===== src/rtl/buffer_drain_scheduler.sv =====
// buffer_drain_scheduler
// Read-side scheduler for the four 6-slot packet buffers. Once per read period
// it picks the fullest buffer (round-robin on ties), snapshots its head value,
// runs a req/ack pop handshake with the buffer owner and reports the result.
module buffer_drain_scheduler #(
  parameter int unsigned READ_PERIOD = 150_000_000,
  parameter int unsigned ACK_TIMEOUT = 16
) (
  input  logic        clk,
  input  logic        rst,
  input  logic        enable,
  input  logic [17:0] buffer1_o,
  input  logic [17:0] buffer2_o,
  input  logic [17:0] buffer3_o,
  input  logic [17:0] buffer4_o,
  input  logic        pop_ack,
  output logic        pop_req,
  output logic [1:0]  pop_sel,
  output logic        read,
  output logic [1:0]  disp,
  output logic [1:0]  data_out,
  output logic [7:0]  missed_cnt,
  output logic        ack_err
);

  localparam int CW = (READ_PERIOD > 2) ? $clog2(READ_PERIOD) : 1;
  localparam int TW = (ACK_TIMEOUT > 2) ? $clog2(ACK_TIMEOUT) : 1;
  localparam logic [CW-1:0] CNT_MAX  = CW'(READ_PERIOD - 1);
  localparam logic [TW-1:0] TMO_LAST = TW'(ACK_TIMEOUT - 1);

  typedef enum logic [1:0] {
    IDLE = 2'd0,
    ARB  = 2'd1,
    REQ  = 2'd2
  } state_t;

  state_t          state_q, state_d;
  logic [CW-1:0]   cnt_q, cnt_d;
  logic [TW-1:0]   tmo_q, tmo_d;
  logic            pending_q, pending_d;
  logic [1:0]      last_q, last_d;
  logic [1:0]      snap_q, snap_d;
  logic            pop_req_q, pop_req_d;
  logic [1:0]      pop_sel_q, pop_sel_d;
  logic            read_q, read_d;
  logic [1:0]      disp_q, disp_d;
  logic [1:0]      data_q, data_d;
  logic [7:0]      missed_q, missed_d;
  logic            ack_err_q, ack_err_d;

  logic            tick;
  logic [17:0]     bufs [4];
  logic [2:0]      occ  [4];
  logic            any_nonempty;
  logic [1:0]      arb_sel;
  logic [2:0]      best_occ;
  logic [1:0]      idx;
  logic            unused_value_bits;

  assign bufs[0] = buffer1_o;
  assign bufs[1] = buffer2_o;
  assign bufs[2] = buffer3_o;
  assign bufs[3] = buffer4_o;

  // Only the head value and the valid bits matter to the scheduler.
  assign unused_value_bits = ^{buffer1_o[17:3], buffer2_o[17:3], buffer3_o[17:3], buffer4_o[17:3]};

  assign tick = enable && (cnt_q == CNT_MAX);

  // Period counter: free-runs while enabled, parked at zero otherwise.
  always_comb begin
    cnt_d = cnt_q;
    if (!enable) begin
      cnt_d = '0;
    end else if (cnt_q == CNT_MAX) begin
      cnt_d = '0;
    end else begin
      cnt_d = cnt_q + CW'(1);
    end
  end

  // Occupancy of each buffer is the number of set valid bits across its six slots.
  always_comb begin
    any_nonempty = 1'b0;
    for (int i = 0; i < 4; i++) begin
      occ[i] = 3'd0;
      for (int k = 0; k < 6; k++) begin
        occ[i] = occ[i] + {2'b00, bufs[i][3*k]};
      end
      if (occ[i] != 3'd0) begin
        any_nonempty = 1'b1;
      end
    end
  end

  // Fullest buffer wins; scanning from last+1 with a strict compare gives round-robin ties.
  always_comb begin
    arb_sel  = last_q + 2'd1;
    best_occ = 3'd0;
    idx      = 2'd0;
    for (int k = 0; k < 4; k++) begin
      idx = last_q + 2'd1 + 2'(k);
      if (occ[idx] > best_occ) begin
        best_occ = occ[idx];
        arb_sel  = idx;
      end
    end
  end

  // Next-state logic for the FSM, tick bookkeeping and all registered outputs.
  always_comb begin
    state_d   = state_q;
    tmo_d     = tmo_q;
    pending_d = pending_q;
    last_d    = last_q;
    snap_d    = snap_q;
    pop_req_d = pop_req_q;
    pop_sel_d = pop_sel_q;
    read_d    = 1'b0;
    disp_d    = disp_q;
    data_d    = data_q;
    missed_d  = missed_q;
    ack_err_d = ack_err_q;

    if (tick) begin
      if (pending_q) begin
        if (missed_q != 8'hFF) begin
          missed_d = missed_q + 8'd1;
        end
      end else begin
        pending_d = 1'b1;
      end
    end

    case (state_q)
      IDLE: begin
        if (pending_q) begin
          pending_d = 1'b0;
          if (any_nonempty) begin
            state_d = ARB;
          end
        end
      end
      ARB: begin
        pop_sel_d = arb_sel;
        snap_d    = bufs[arb_sel][2:1];
        tmo_d     = '0;
        pop_req_d = 1'b1;
        state_d   = REQ;
      end
      REQ: begin
        if (pop_ack) begin
          pop_req_d = 1'b0;
          read_d    = 1'b1;
          disp_d    = pop_sel_q;
          data_d    = snap_q;
          last_d    = pop_sel_q;
          state_d   = IDLE;
        end else if (tmo_q == TMO_LAST) begin
          pop_req_d = 1'b0;
          ack_err_d = 1'b1;
          state_d   = IDLE;
        end else begin
          tmo_d = tmo_q + TW'(1);
        end
      end
      default: begin
        pop_req_d = 1'b0;
        state_d   = IDLE;
      end
    endcase
  end

  // State and output registers with synchronous reset.
  always_ff @(posedge clk) begin
    if (rst) begin
      state_q   <= IDLE;
      cnt_q     <= '0;
      tmo_q     <= '0;
      pending_q <= 1'b0;
      last_q    <= 2'd3;
      snap_q    <= 2'd0;
      pop_req_q <= 1'b0;
      pop_sel_q <= 2'd0;
      read_q    <= 1'b0;
      disp_q    <= 2'd0;
      data_q    <= 2'd0;
      missed_q  <= 8'd0;
      ack_err_q <= 1'b0;
    end else begin
      state_q   <= state_d;
      cnt_q     <= cnt_d;
      tmo_q     <= tmo_d;
      pending_q <= pending_d;
      last_q    <= last_d;
      snap_q    <= snap_d;
      pop_req_q <= pop_req_d;
      pop_sel_q <= pop_sel_d;
      read_q    <= read_d;
      disp_q    <= disp_d;
      data_q    <= data_d;
      missed_q  <= missed_d;
      ack_err_q <= ack_err_d;
    end
  end

  assign pop_req    = pop_req_q;
  assign pop_sel    = pop_sel_q;
  assign read       = read_q;
  assign disp       = disp_q;
  assign data_out   = data_q;
  assign missed_cnt = missed_q;
  assign ack_err    = ack_err_q;

endmodule


===== config.mk =====
export PLATFORM = sky130hd
export DESIGN_NAME = buffer_drain_scheduler
export DESIGN_NICKNAME = d
export VERILOG_FILES = /design/src/rtl/buffer_drain_scheduler.sv
export SDC_FILE = /design/constraint.sdc
export NUM_CORES = 1
export LEC_CHECK = 0
export CAP_MARGIN = 15
export CELL_PAD_IN_SITES_DETAIL_PLACEMENT = 1
export CELL_PAD_IN_SITES_GLOBAL_PLACEMENT = 2
export CORE_AREA = 2 2 139 87
export DETAILED_ROUTE_END_ITERATION = 6
export DIE_AREA = 0 0 141 89
export PLACE_DENSITY_LB_ADDON = 0.1
export SLEW_MARGIN = 20
export SYNTH_ARGS = -nofsm -noshare
export SYNTH_HDL_FRONTEND = slang
export SYNTH_SLANG_ARGS = --single-unit
export TNS_END_PERCENT = 5

===== constraint.sdc =====
create_clock -name clk -period 14.05 [get_ports clk]
set_input_delay 1.405 -clock clk [delete_from_list [all_inputs] [get_ports clk]]
set_output_delay 1.405 -clock clk [all_outputs]
set_load 0.005 [all_outputs]

-- After elaboration in Yosys (flattened, before gate mapping)
Cells that the tools add are included.
- logic and storage cells: 123
- register bits after elaboration: 56
- output and inout port bits: 17
- input bits: 76
- magnitude comparators: 9
- add/subtract/negate cells: 27
- bitwise logic cells: 9
- reductions and logical operators: 15
- equal/unequal tests: 10
- muxes and demuxes: 40
- operator list (kind ; count):
    $mux 3 ; 13
    $add 3x1->3 ; 12
    $bmux 18 s2 ; 1
    $add 28x1->28 const B ; 1
    $eq 28x28->1 const B ; 1
    $bmux 3 s2 ; 4
    $ge 3x3->1 const B ; 5
    $not 2->3 ; 5
    $mux 2 ; 7
    $add 2x1->3 ; 4
    $reduce_and 3->1 ; 4
    $reduce_bool 3->1 ; 4
    $mux 1 ; 10
    $gt 3x3->1 ; 3
    $add 1x1->2 ; 4
    $add 8x1->8 const B ; 1
    $mux 4 ; 2
    $ne 2x2->1 const B ; 4
    $ne 8x8->1 const B ; 1
    $pmux 4 s2 ; 1
    $pmux 2 s3 ; 1
    $add 2x1->2 const B ; 2
    $add 2x2->2 const B ; 2
    $add 4x1->4 const B ; 1
    other kinds (13) ; 17

-- Longest topological paths before layout
Gate-level depths: netlist of the first run.
- depth in word-level cells: 20
- mapped depth: 28
- mapped depth without buffers: 28

-- Least setup slack after synthesis of the first run
Ideal clock, no wire load.
- kind: input to register
- start point: input buffer2_o[0]
- end point: register snap_q[0]
- path buffers: 0
- slack: 6.653 ns
- arrival: 7.283 ns
- required time: 13.936 ns
- library setup time: 0.114 ns
- stages on the path: 24
- cell sequence: fa_1 > inv_1 > fa_1 > inv_1 > ha_1 > fa_1 > and2_1 > o31a_1 > ha_1 > and3_1 > a21oi_1 > mux2_2 > ha_1 > and3_1 > a21oi_1 > mux2i_1 > ha_1 > nor2b_1 > o21a_1 > o21ai_0 > nand2_1 > xnor2_1 > mux4_2 > a21o_1
- cells in the longest elaborated chain, start to end: 20
- elaborated cells between the ends (all ways): 31
- classes of those cells: add/sub: 5; order compare: 4; mux: 21; bitwise: 1
- RTL lines (item ; line ; RTL):
    start: declaration ; 13 ; input logic [17:0] buffer2_o,
    $add 1x1->2 * ; 88 ; occ[i] = occ[i] + {2'b00, bufs[i][3*k]};
    $add 2x1->3 * ; 88 ;
    $add 3x1->3 * (3 in a row) ; 88 ;
    $bmux 3 s2 ; 103, 104 ;
    $mux 3 (not written as such) (2 in a row) ; 103, 104 ;
    $gt 3x1->1 ; 103 ; if (occ[idx] > best_occ) begin
    $mux 3 ; 103 ;
    $gt 3x3->1 ; 103 ;
    $mux 3 ; 103 ;
    $gt 3x3->1 ; 103 ;
    $mux 3 ; 103 ;
    $gt 3x3->1 ; 103 ;
    $mux 2 * ; 103 ;
    $not 2->3 (not written as such) * ; 146 ; snap_d = bufs[arb_sel][2:1];
    $bmux 18 s2 * ; 146 ;
    $mux 3 (not written as such) * (2 in a row) ; 146 ;
    end signal: assignment ; 196 ; snap_q <= snap_d;
    end: declaration ; 42 ; logic [1:0] snap_q, snap_d;
Every way passes the cells marked *; elsewhere a longest branch is shown, timed or not. The select of a mux whose other input is x is not followed.
A chain may end at the register's enable or synchronous reset.

-- Worst setup path after layout of the first run
- start point: input buffer4_o[0]
- end point: register snap_q[0]
- cells in the longest elaborated chain, start to end: 20
- elaborated cells between the ends (all ways): 31
- classes of those cells: add/sub: 5; order compare: 4; mux: 21; bitwise: 1
- RTL lines (item ; line ; RTL):
    start: declaration ; 15 ; input logic [17:0] buffer4_o,
    $add 1x1->2 * ; 88 ;
    $add 2x1->3 * ; 88 ;
    $add 3x1->3 * (3 in a row) ; 88 ;
    $bmux 3 s2 ; 103, 104 ;
    $mux 3 (not written as such) (2 in a row) ; 103, 104 ;
    $gt 3x1->1 ; 103 ;
    $mux 3 ; 103 ;
    $gt 3x3->1 ; 103 ;
    $mux 3 ; 103 ;
    $gt 3x3->1 ; 103 ;
    $mux 3 ; 103 ;
    $gt 3x3->1 ; 103 ;
    $mux 2 * ; 103 ;
    $not 2->3 (not written as such) * ; 146 ;
    $bmux 18 s2 * ; 146 ;
    $mux 3 (not written as such) * (2 in a row) ; 146 ;
Marks and branches as above.

==> results.sh, run 1 <==
export IMPL_status="completed"
export IMPL_reg2reg_from="last_q[1]"
export IMPL_grt_setup_unrepaired="false"
export IMPL_min_period_over_period_pct=59.57
export IMPL_grt_start_max_net_pins=31
export IMPL_slowest_delay_ps=590
export IMPL_syn_num_nets=492
export IMPL_ys_seq_elements=56
export IMPL_finalSetupTns_ps=0
export IMPL_grt_busiest_layer="met1"
export IMPL_muxShareOfSynthArea_pct=6.323
export IMPL_fin_crit_ps=8369
export IMPL_synth_simple_area_share_pct=25.82
export IMPL_cp_arrival_ps=8570
export IMPL_dp_hpwl_mm=6.578
export IMPL_use_met2_pct=20.40
export IMPL_hold_class="reg -> reg"
export IMPL_drt_iter0_drc=115
export IMPL_path_max_fanout=6
export IMPL_min_from="cnt_q[0]"
export IMPL_io_pins=93
export IMPL_ctsResizeCount=0
export IMPL_cts_tree="yes"
export IMPL_post_cts_setup_buffers=0
export IMPL_fin_worst_skew_ps=6.901
export IMPL_final_common_cell="nor2_1"
export IMPL_crit_required_ps=14250
export IMPL_holdPathStages=1
export IMPL_first_pass_iters=4
export IMPL_netlist_area_sq_um=3324
export IMPL_ff2ff_path_depth=18
export IMPL_synth_edf_count=0
export IMPL_yosysUniqueCellTypes=41
export IMPL_path_class="in -> reg"
export IMPL_overflow=0
export IMPL_synth_ff_type="dfxtp_1"
export IMPL_max_cap_viol_count=0
export IMPL_numPortBuffers=52
export IMPL_clockBufferDepth=2
export IMPL_root_buffer="clkbuf_16"
export IMPL_synthCells=388
export IMPL_final_cell_count_no_fill=582
export IMPL_layout_drive_gt1_share_pct=4.566
export IMPL_final_cell_mix="nor2_1 (58), dfxtp_1 (56), clkdlybuf4s50_1 (52)"
export IMPL_relSlewSlack_pct=33.71
export IMPL_insertion_delay_ps=300
export IMPL_power_w=0.0005005
export IMPL_cts_hold_buf=0
export IMPL_hold_viol_final=0
export IMPL_async_flop_share_pct=0
export IMPL_rrSetupSlack_ps=8020
export IMPL_yosysSeqAreaShare_pct=33.72
export IMPL_synth_avg_cell_area_sq_um=8.568
export IMPL_htree_levels=2
export IMPL_grt_pass1_wl_mm=14.01
export IMPL_r2r_end="snap_q[0]"
export IMPL_powerDensity_nw_per_um2=120.9
export IMPL_endpoint_kind="flip-flop"
export IMPL_antenna_found_initial=0
export IMPL_dieHeight_um=89
export IMPL_track_usage_pct=14.18
export IMPL_nets=541
export IMPL_max_freq_mhz=119.5
export IMPL_synth_compound_area_share_pct=7.377
export IMPL_crit_path_start_kind="input pin"
export IMPL_cts_buffers=5
export IMPL_grtUsageMet1_pct=21.52
export IMPL_wl_per_cell_um=14.26
export IMPL_routed_wl_mm=8.299
export IMPL_grt_pass1_vias=2777
export IMPL_start_util_pct=29.82
export IMPL_dp_cells=574
export IMPL_setup_viol=0
export IMPL_synth_xor_area_share_pct=9.221
export IMPL_die_w_um=141
export IMPL_route_detailed_drc=0
export IMPL_fin_util_pct=37.13
export IMPL_core_rowCount=30
export IMPL_crit_top_cell="ha_1"
export IMPL_synth_warnings=0
export IMPL_vias=2759
export IMPL_peakVddDrop_mv=0.04794
export IMPL_tightest_slew_ps=994.4
export IMPL_cts_reportedPaths_clkPinSlew_ps=80
export IMPL_slew_violations=0
export IMPL_synth_top_family_by_area="simple AND/OR/NAND/NOR gates"
export IMPL_dieArea_sq_um=12550
export IMPL_synth_fa_ha_area_share_pct=13.25
export IMPL_p_leak_nw=1.610
export IMPL_grt_met3_usage_pct=3.535
export IMPL_slowest_stage="mux4_2"
export IMPL_antennaDiodeCount=0
export IMPL_hold_end="cnt_q[0]"
export IMPL_drtAntennaViolNets=0
export IMPL_core_area_sq_um=11150
export IMPL_gp_congestion=0.7443
export IMPL_syn2layout_area_growth_pct=24.50
export IMPL_clkSinkCount=56
export IMPL_vias_per_cell=4.741
-- state kept, by name, indices dropped and copies added (netlist names) --
| signal | cells |
|---|---|
| ack_err | 1 |
| cnt_q | 28 |
| data_out | 2 |
| disp | 2 |
| last_q | 2 |
| missed_cnt | 8 |
| pending_q | 1 |
| pop_req | 1 |
| pop_sel | 2 |
| read | 1 |
| snap_q | 2 |
| state_q | 2 |
| tmo_q | 4 |
-- cell type report --
cell class	count	area [sq um]
Clock inverter	3	22.52
Tap cell	144	180.2
Timing Repair Buffer	53	528.0
Sequential cell	56	1121
Clock buffer	5	125.1
Multi-Input combinational cell	294	2061
Fill cell	1325	7009
Inverter	27	101.3
-- synth_stat cells, types with 4 or more instances --
library cell   n  area share (%)
nor2_1        58             6.5
dfxtp_1       56              34
nand2_1       37             4.2
inv_1         27             3.0
a21oi_1       23             3.5
xor2_1        23             6.1
nand3_1       18             2.7
ha_1          16             6.0
fa_1          12             7.2
mux2i_1       12             3.6
xnor2_1       12             3.2
nand4_1        9             1.7
o21ai_0        9             1.4
clkbuf_1       8            0.90
nor3_1         7             1.1
or3_1          5            0.94
and3_1         4            0.75
mux2_2         4             1.4
nand3b_1       4            0.90
nor2b_1        4            0.75
nor3b_1        4            0.90
-- critical path, delay by kind of cell --
kind                       cells  cell delay (ps)
AOI/OAI and AO/OA              6             1610
adders and majority gates      7             2500
buffers and inverters          3              530
xor gates and xnor gates       1              420
and+or+nand+nor                4              570
muxes                          4             1520
-- metal layers --
layer  vias up  wire length (um)
li1       1414                 -
met5         -                 0
met4         0                51
met3         4               327
met1      1293              4760
met2        48              3158
-- where the power goes --
group	total [W]	switching [W]	internal (W)
Combinational	0.000213	0.000115	0.0000977
Clock	0.000128	0.0000615	0.0000669
Sequential	0.000159	0.000000194	0.000159
-- kinds of logic (layout without fill, tap and decap cells) --
kind of cell / after synthesis / in the layout
and+or+nand+nor: 170 / 170
DFF: 56 / 56
AOI/OAI and AO/OA: 43 / 43
buffers and inverters: 38 / 88
xor gates and xnor gates: 35 / 35
adders and majority gates: 28 / 28
muxes: 18 / 18
-- worst max-delay path by stage --
stage	from	end	slack, ps	cells past startpoint
5_1_grt	buffer4_o[0]	snap_q[0]	5160	27
6_report	buffer4_o[0]	snap_q[0]	5680	25
3_3_place_gp	buffer4_o[0]	snap_q[0]	5370	25
4_1_cts	buffer4_o[0]	snap_q[0]	5590	25
2_1_floorplan	buffer2_o[0]	snap_q[0]	6650	24
3_5_place_dp	buffer4_o[0]	snap_q[0]	5270	25
-- stage by stage --
step,cell area [sq um],hold slack (ps),setup slack [ps]
2_1_floorplan,3324,417.5,6653
3_3_place_gp,3991,426.9,5367
3_5_place_dp,3991,438.9,5274
4_1_cts,4139,456.1,5591
5_1_grt,4139,480.0,5156
6_report,4139,448.9,5681
Power figures use the tool's default switching activity.
==> inputs of run 2 (changes only) <==
--- a/config.mk
+++ b/config.mk
@@ -8,9 +8,9 @@
 export CAP_MARGIN = 15
 export CELL_PAD_IN_SITES_DETAIL_PLACEMENT = 1
 export CELL_PAD_IN_SITES_GLOBAL_PLACEMENT = 2
-export CORE_AREA = 2 2 139 87
+export CORE_AREA = 2 2 144 90
 export DETAILED_ROUTE_END_ITERATION = 6
-export DIE_AREA = 0 0 141 89
+export DIE_AREA = 0 0 146 92
 export PLACE_DENSITY_LB_ADDON = 0.1
 export SLEW_MARGIN = 20
 export SYNTH_ARGS = -nofsm -noshare
==> constraint.sdc (replaced) <==
create_clock -name clk -period 8.59 [get_ports clk]
set_input_delay 0.859 -clock clk [delete_from_list [all_inputs] [get_ports clk]]
set_output_delay 0.859 -clock clk [all_outputs]
set_load 0.005 [all_outputs]
==> run 2 against run 1 <==
  * Combinational power up 69%
  * Worst hold slack better by 5.6 ps
  * Flip-flop and latch count unchanged
  * Largest cell class unchanged
  * Register-to-register slack worse by 5400 ps
  * Highest routed layer unchanged
  * Clock-buffer cell count unchanged
  * Sequential power up 64%
  * Power up 64%
  * Critical path type unchanged
  * Design area up 0.76%
  * Global-route usage down 1.5 points
==> results.sh, run 2 (same netlist as run 1, synthesis figures left out) <==
export IMPL_status="completed"
export IMPL_overflow=0
export IMPL_fill_cells=1479
export IMPL_path_max_fanout=5
export IMPL_hold_viol_final=0
export IMPL_path_class="in -> reg"
export IMPL_fin_util_pct=33.82
export IMPL_vias_per_cell=4.465
export IMPL_setup_viol=0
export IMPL_hold_class="reg -> reg"
export IMPL_htree_levels=2
export IMPL_largest_reg_flops=28
export IMPL_clkSinkCount=56
export IMPL_insertion_delay_ps=290
export IMPL_power_w=0.0008203
export IMPL_slowest_stage="mux4_2"
export IMPL_crit_top_cell="ha_1"
export IMPL_fin_crit_ps=7687
export IMPL_max_freq_mhz=130.1
export IMPL_cts_buffers=5
export IMPL_grt_setup_unrepaired="false"
export IMPL_io_pins=93
export IMPL_power_internal_w=0.0005336
export IMPL_dieHeight_um=92
export IMPL_final_cell_mix="nor2_1 (58), dfxtp_1 (56), clkdlybuf4s50_1 (52)"
export IMPL_dieArea_sq_um=13430
export IMPL_first_pass_iters=4
export IMPL_top_register="cnt_q"
export IMPL_nets=542
export IMPL_max_cap_viol_count=0
export IMPL_netSwitchingPower_w=0.0002867
export IMPL_track_usage_pct=12.70
export IMPL_setup_ws_ps=902.9
export IMPL_cp_buffers_inverters=3
export IMPL_p_sw_share_pct=34.95
export IMPL_grt_pass1_wl_mm=13.72
export IMPL_min_period_over_period_pct=89.49
export IMPL_grt_pass1_vias=2713
export IMPL_endpoint_kind="flip-flop"
export IMPL_grt_start_max_net_pins=31
export IMPL_crit_path_start_kind="input pin"
export IMPL_start_util_pct=26.96
export IMPL_clockBufferDepth=2
export IMPL_drtAntennaViolNets=0
export IMPL_crit_required_ps=8780
export IMPL_p_leak_nw=1.607
export IMPL_p_clk_share_pct=24.4
export IMPL_cts_tree="yes"
export IMPL_root_buffer="clkbuf_16"
export IMPL_vias=2715
export IMPL_dp_hpwl_mm=6.517
export IMPL_route_detailed_drc=0
export IMPL_power_frac_comb_pct=43.9
export IMPL_fin_worst_skew_ps=8.942
export IMPL_slowest_delay_ps=600
export IMPL_gp_congestion=0.7036
export IMPL_peakVddDrop_mv=0.07102
export IMPL_die_w_um=146
export IMPL_crit_family="adder cells"
export IMPL_multi_input_area_sq_um=2062
export IMPL_final_common_cell="nor2_1"
export IMPL_syn2layout_area_growth_pct=25.44
export IMPL_ff_latch_area_sq_um=1121
export IMPL_place_ws_ps=551.0
export IMPL_slew_violations=0
export IMPL_seqPwrFrac_pct=31.7
export IMPL_ctsResizeCount=0
export IMPL_wl_per_cell_um=13.50
export IMPL_post_cts_setup_buffers=0
export IMPL_cp_arrival_ps=7880
export IMPL_core_area_sq_um=12330
export IMPL_numPortBuffers=52
export IMPL_drt_iter0_drc=74
export IMPL_cts_hold_buf=0
export IMPL_antenna_found_initial=0
export IMPL_antennaDiodeCount=0
export IMPL_relSlewSlack_pct=48.96
export IMPL_tightest_slew_ps=764.6
export IMPL_core_rowCount=32
export IMPL_layout_drive_gt1_share_pct=4.795
export IMPL_cts_reportedPaths_clkPinSlew_ps=70
export IMPL_routed_wl_mm=8.206
export IMPL_finalSetupTns_ps=0
export IMPL_powerDensity_nw_per_um2=196.7
## run 2: cell count changes in the layout (fill, tap and decap cells not counted), sizes merged
cell,change
buf,+1
clkinv,-1
clkinvlp,+1
inv,-1
## run 2: worst paths after layout
kind / start / endpoint / slack, ps / cells past startpoint
min reg2reg: cnt_q[0] / cnt_q[0] / 450 / 1
max: buffer4_o[0] / snap_q[0] / 900 / 25
min: cnt_q[0] / cnt_q[0] / 450 / 1
max reg2reg: last_q[1] / snap_q[0] / 2670 / 18
## run 2: power by group through the flow
| stage | registers, W | logic (W) | clock network, W |
|---|---|---|---|
| 2_1_floorplan | 0.000266 | 0.000255 | 0 |
| 3_3_place_gp | 0.000266 | 0.000357 | 0 |
| 3_5_place_dp | 0.000266 | 0.000365 | 0 |
| 4_1_cts | 0.000260 | 0.000366 | 0.000210 |
| 5_1_grt | 0.000260 | 0.000411 | 0.000223 |
| 6_report | 0.000260 | 0.000360 | 0.000200 |
## run 2: final cells by class
cell class	instances	share of cell area, %
clock buffers	5	3.000
clock inverters	2	0.3000
inverters	27	2.430
flip-flops and latches	56	26.88
repair buffers	54	12.84
multi-input cells	294	49.44
well taps	170	5.101
## run 2: metrics by stage
stage	hold WS (ps)	instance area [sq um]	std cells
after floorplan	417.5	3324	388
after global placement	428.7	4031	601
after detailed placement	447.6	4031	601
after CTS	461.6	4169	608
after global routing	480.3	4170	608
final	454.4	4170	608
## run 2: routing by layer
layer  track usage (%)  up-vias  part of all wire, %  routed length (um)
li1                  -     1413                    -                   -
met1             20.39     1249                   59                4838
met2             17.02       48                   36                2970
met3             3.134        5                  4.4                 362
met4             1.699        0                 0.43                  35
met5                 0        -                    0                   0
==> inputs of run 3 (changes only) <==
--- a/config.mk
+++ b/config.mk
@@ -8,9 +8,10 @@
 export CAP_MARGIN = 15
 export CELL_PAD_IN_SITES_DETAIL_PLACEMENT = 1
 export CELL_PAD_IN_SITES_GLOBAL_PLACEMENT = 2
-export CORE_AREA = 2 2 144 90
+export CORE_AREA = 2 2 142 88
+export CTS_BUF_LIST = sky130_fd_sc_hd__clkbuf_8
 export DETAILED_ROUTE_END_ITERATION = 6
-export DIE_AREA = 0 0 146 92
+export DIE_AREA = 0 0 144 90
 export PLACE_DENSITY_LB_ADDON = 0.1
 export SLEW_MARGIN = 20
 export SYNTH_ARGS = -nofsm -noshare
==> constraint.sdc (replaced) <==
create_clock -name clk -period 8.59 [get_ports clk]
set_input_delay 1.2885 -clock clk [delete_from_list [all_inputs] [get_ports clk]]
set_output_delay 1.2885 -clock clk [all_outputs]
set_load 0.005 [all_outputs]
==> run 3 against run 2 <==
  * Design area shrank 0.96%
  * Cell count shrank 0.33%
  * Worst hold slack gained 2.0 ps
  * Flip-flop and latch count is the same
  * Setup slack gained 77 ps
  * Utilization grew 1.3 points
  * Die area shrank 3.5%
  * Clock power shrank 26%
  * Combinational power grew 4%
  * Clock-buffer cell count is the same
  * Critical endpoint is now snap_q[1]
==> results.sh, run 3 (same netlist as run 1, synthesis figures left out) <==
export IMPL_slowest_delay_ps=540
export IMPL_multi_input_area_sq_um=2061
export IMPL_core_rowCount=31
export IMPL_grt_pass1_wl_mm=13.54
export IMPL_slowest_stage="fa_1"
export IMPL_vias_per_cell=4.535
export IMPL_path_class="in -> reg"
export IMPL_gp_congestion=0.7670
export IMPL_largest_reg_flops=28
export IMPL_wl_per_cell_um=13.33
export IMPL_cts_tree="yes"
export IMPL_slew_violations=0
export IMPL_crit_family="adder cells"
export IMPL_status="completed"
export IMPL_path_max_fanout=5
export IMPL_layout_drive_gt1_share_pct=5.215
export IMPL_ff_latch_area_sq_um=1121
export IMPL_cts_reportedPaths_clkPinSlew_ps=110
export IMPL_tightest_slew_ps=964.2
export IMPL_max_cap_viol_count=0
export IMPL_routed_wl_mm=8.076
export IMPL_cts_hold_buf=0
export IMPL_route_detailed_drc=0
export IMPL_die_w_um=144
export IMPL_cp_buffers_inverters=5
export IMPL_setup_viol=0
export IMPL_clkSinkCount=56
export IMPL_start_util_pct=28.29
export IMPL_cp_arrival_ps=7830
export IMPL_fin_worst_skew_ps=14.69
export IMPL_top_register="cnt_q"
export IMPL_htree_levels=2
export IMPL_post_cts_setup_buffers=0
export IMPL_root_buffer="clkbuf_8"
export IMPL_antenna_found_initial=0
export IMPL_cts_buffers=5
export IMPL_grt_pass1_vias=2783
export IMPL_crit_top_cell="ha_1"
export IMPL_endpoint_kind="flip-flop"
export IMPL_peakVddDrop_mv=0.05921
export IMPL_powerDensity_nw_per_um2=189.7
export IMPL_fill_cells=1391
export IMPL_grt_setup_unrepaired="false"
export IMPL_final_common_cell="nor2_1"
export IMPL_drt_iter0_drc=68
export IMPL_drtAntennaViolNets=0
export IMPL_grt_start_max_net_pins=31
export IMPL_relSlewSlack_pct=35.72
export IMPL_antennaDiodeCount=0
export IMPL_syn2layout_area_growth_pct=24.24
export IMPL_io_pins=93
export IMPL_crit_path_start_kind="input pin"
export IMPL_dieArea_sq_um=12960
export IMPL_hold_viol_final=0
export IMPL_vias=2748
export IMPL_nets=544
export IMPL_min_period_over_period_pct=88.59
export IMPL_ctsResizeCount=0
export IMPL_clockBufferDepth=2
export IMPL_insertion_delay_ps=320
export IMPL_final_cell_mix="nor2_1 (58), dfxtp_1 (56), clkdlybuf4s50_1 (52)"
export IMPL_fin_util_pct=35.14
export IMPL_crit_required_ps=8810
export IMPL_max_freq_mhz=131.4
export IMPL_overflow=0
export IMPL_track_usage_pct=12.95
export IMPL_dieHeight_um=90
export IMPL_hold_class="reg -> reg"
export IMPL_numPortBuffers=52
export IMPL_fin_crit_ps=7610
export IMPL_finalSetupTns_ps=0
export IMPL_p_leak_nw=1.595
export IMPL_first_pass_iters=4
export IMPL_core_area_sq_um=11750
export IMPL_dp_hpwl_mm=6.547
==> run 3: cell types whose count changed in the layout (fill, tap and decap cells not counted) <==
cell       delta
buf_4         +2
clkbuf_16     -5
or3_1         +1
or3_2         -1
inv_6         +1
clkbuf_8      +5
==> run 3: through the flow <==
step	cells	hold slack [ps]	cell area, sq um	setup slack (ps)	total power, W
after floorplan	388	417.5	3324	1309	0.0005213
after global placement	598	426.7	4040	540.3	0.0006382
after detailed placement	598	446.4	4040	574.1	0.0006468
after CTS	606	462.7	4130	920.2	0.0008029
after global routing	606	482.0	4130	403.0	0.0008653
final	606	456.4	4130	980.1	0.0007835
==> run 3: path summary, 6_finish.rpt <==
kind / endpoint / slack [ps] / startpoint / depth (start not counted)
hold / removal: data_out[0] / 460 / snap_q[0] / 2
setup reg to reg: snap_q[1] / 3160 / last_q[1] / 20
hold reg to reg: data_out[0] / 460 / snap_q[0] / 2
setup / recovery: snap_q[1] / 980 / buffer4_o[0] / 27
==> run 3: cell type report <==
cell class                      instances  area share (%)
Multi-Input combinational cell        294           49.89
Sequential cell                        56           27.14
Timing Repair Buffer                   56           13.33
Tap cell                              165           4.998
Inverter                               27           2.454
Clock buffer                            5           1.666
Clock inverter                          3          0.5150
==> run 3: worst reg2reg max path, cell delays in order, from the launching register on <==
cell,delay (ps)
dfxtp_1,830
mux2_2,430
o21ai_0,230
ha_1,300
and3_1,190
a21oi_1,120
buf_4,160
mux2_2,360
ha_1,270
and3_1,140
a21oi_1,200
mux2i_1,230
ha_1,260
nor2b_1,140
o21a_1,160
o21ai_0,230
nand2_1,100
xnor2_1,140
buf_4,160
mux4_2,520
a21o_1,170
==> run 3: per-layer routing <==
metal | track usage [%] | vias to the layer above | part of all wire (%)
li1 | - | 1417 | -
met1 | 20.37 | 1278 | 59
met2 | 17.90 | 53 | 36
met3 | 3.463 | 0 | 5.4
met4 | 1.471 | 0 | 0
met5 | 0 | - | 0
==> run 3: report_power, final <==
part	switching [W]	total (W)	internal (W)
sequential	0.000000310	0.000260	0.000260
clock	0.0000908	0.000149	0.0000582
combinational	0.000189	0.000374	0.000186
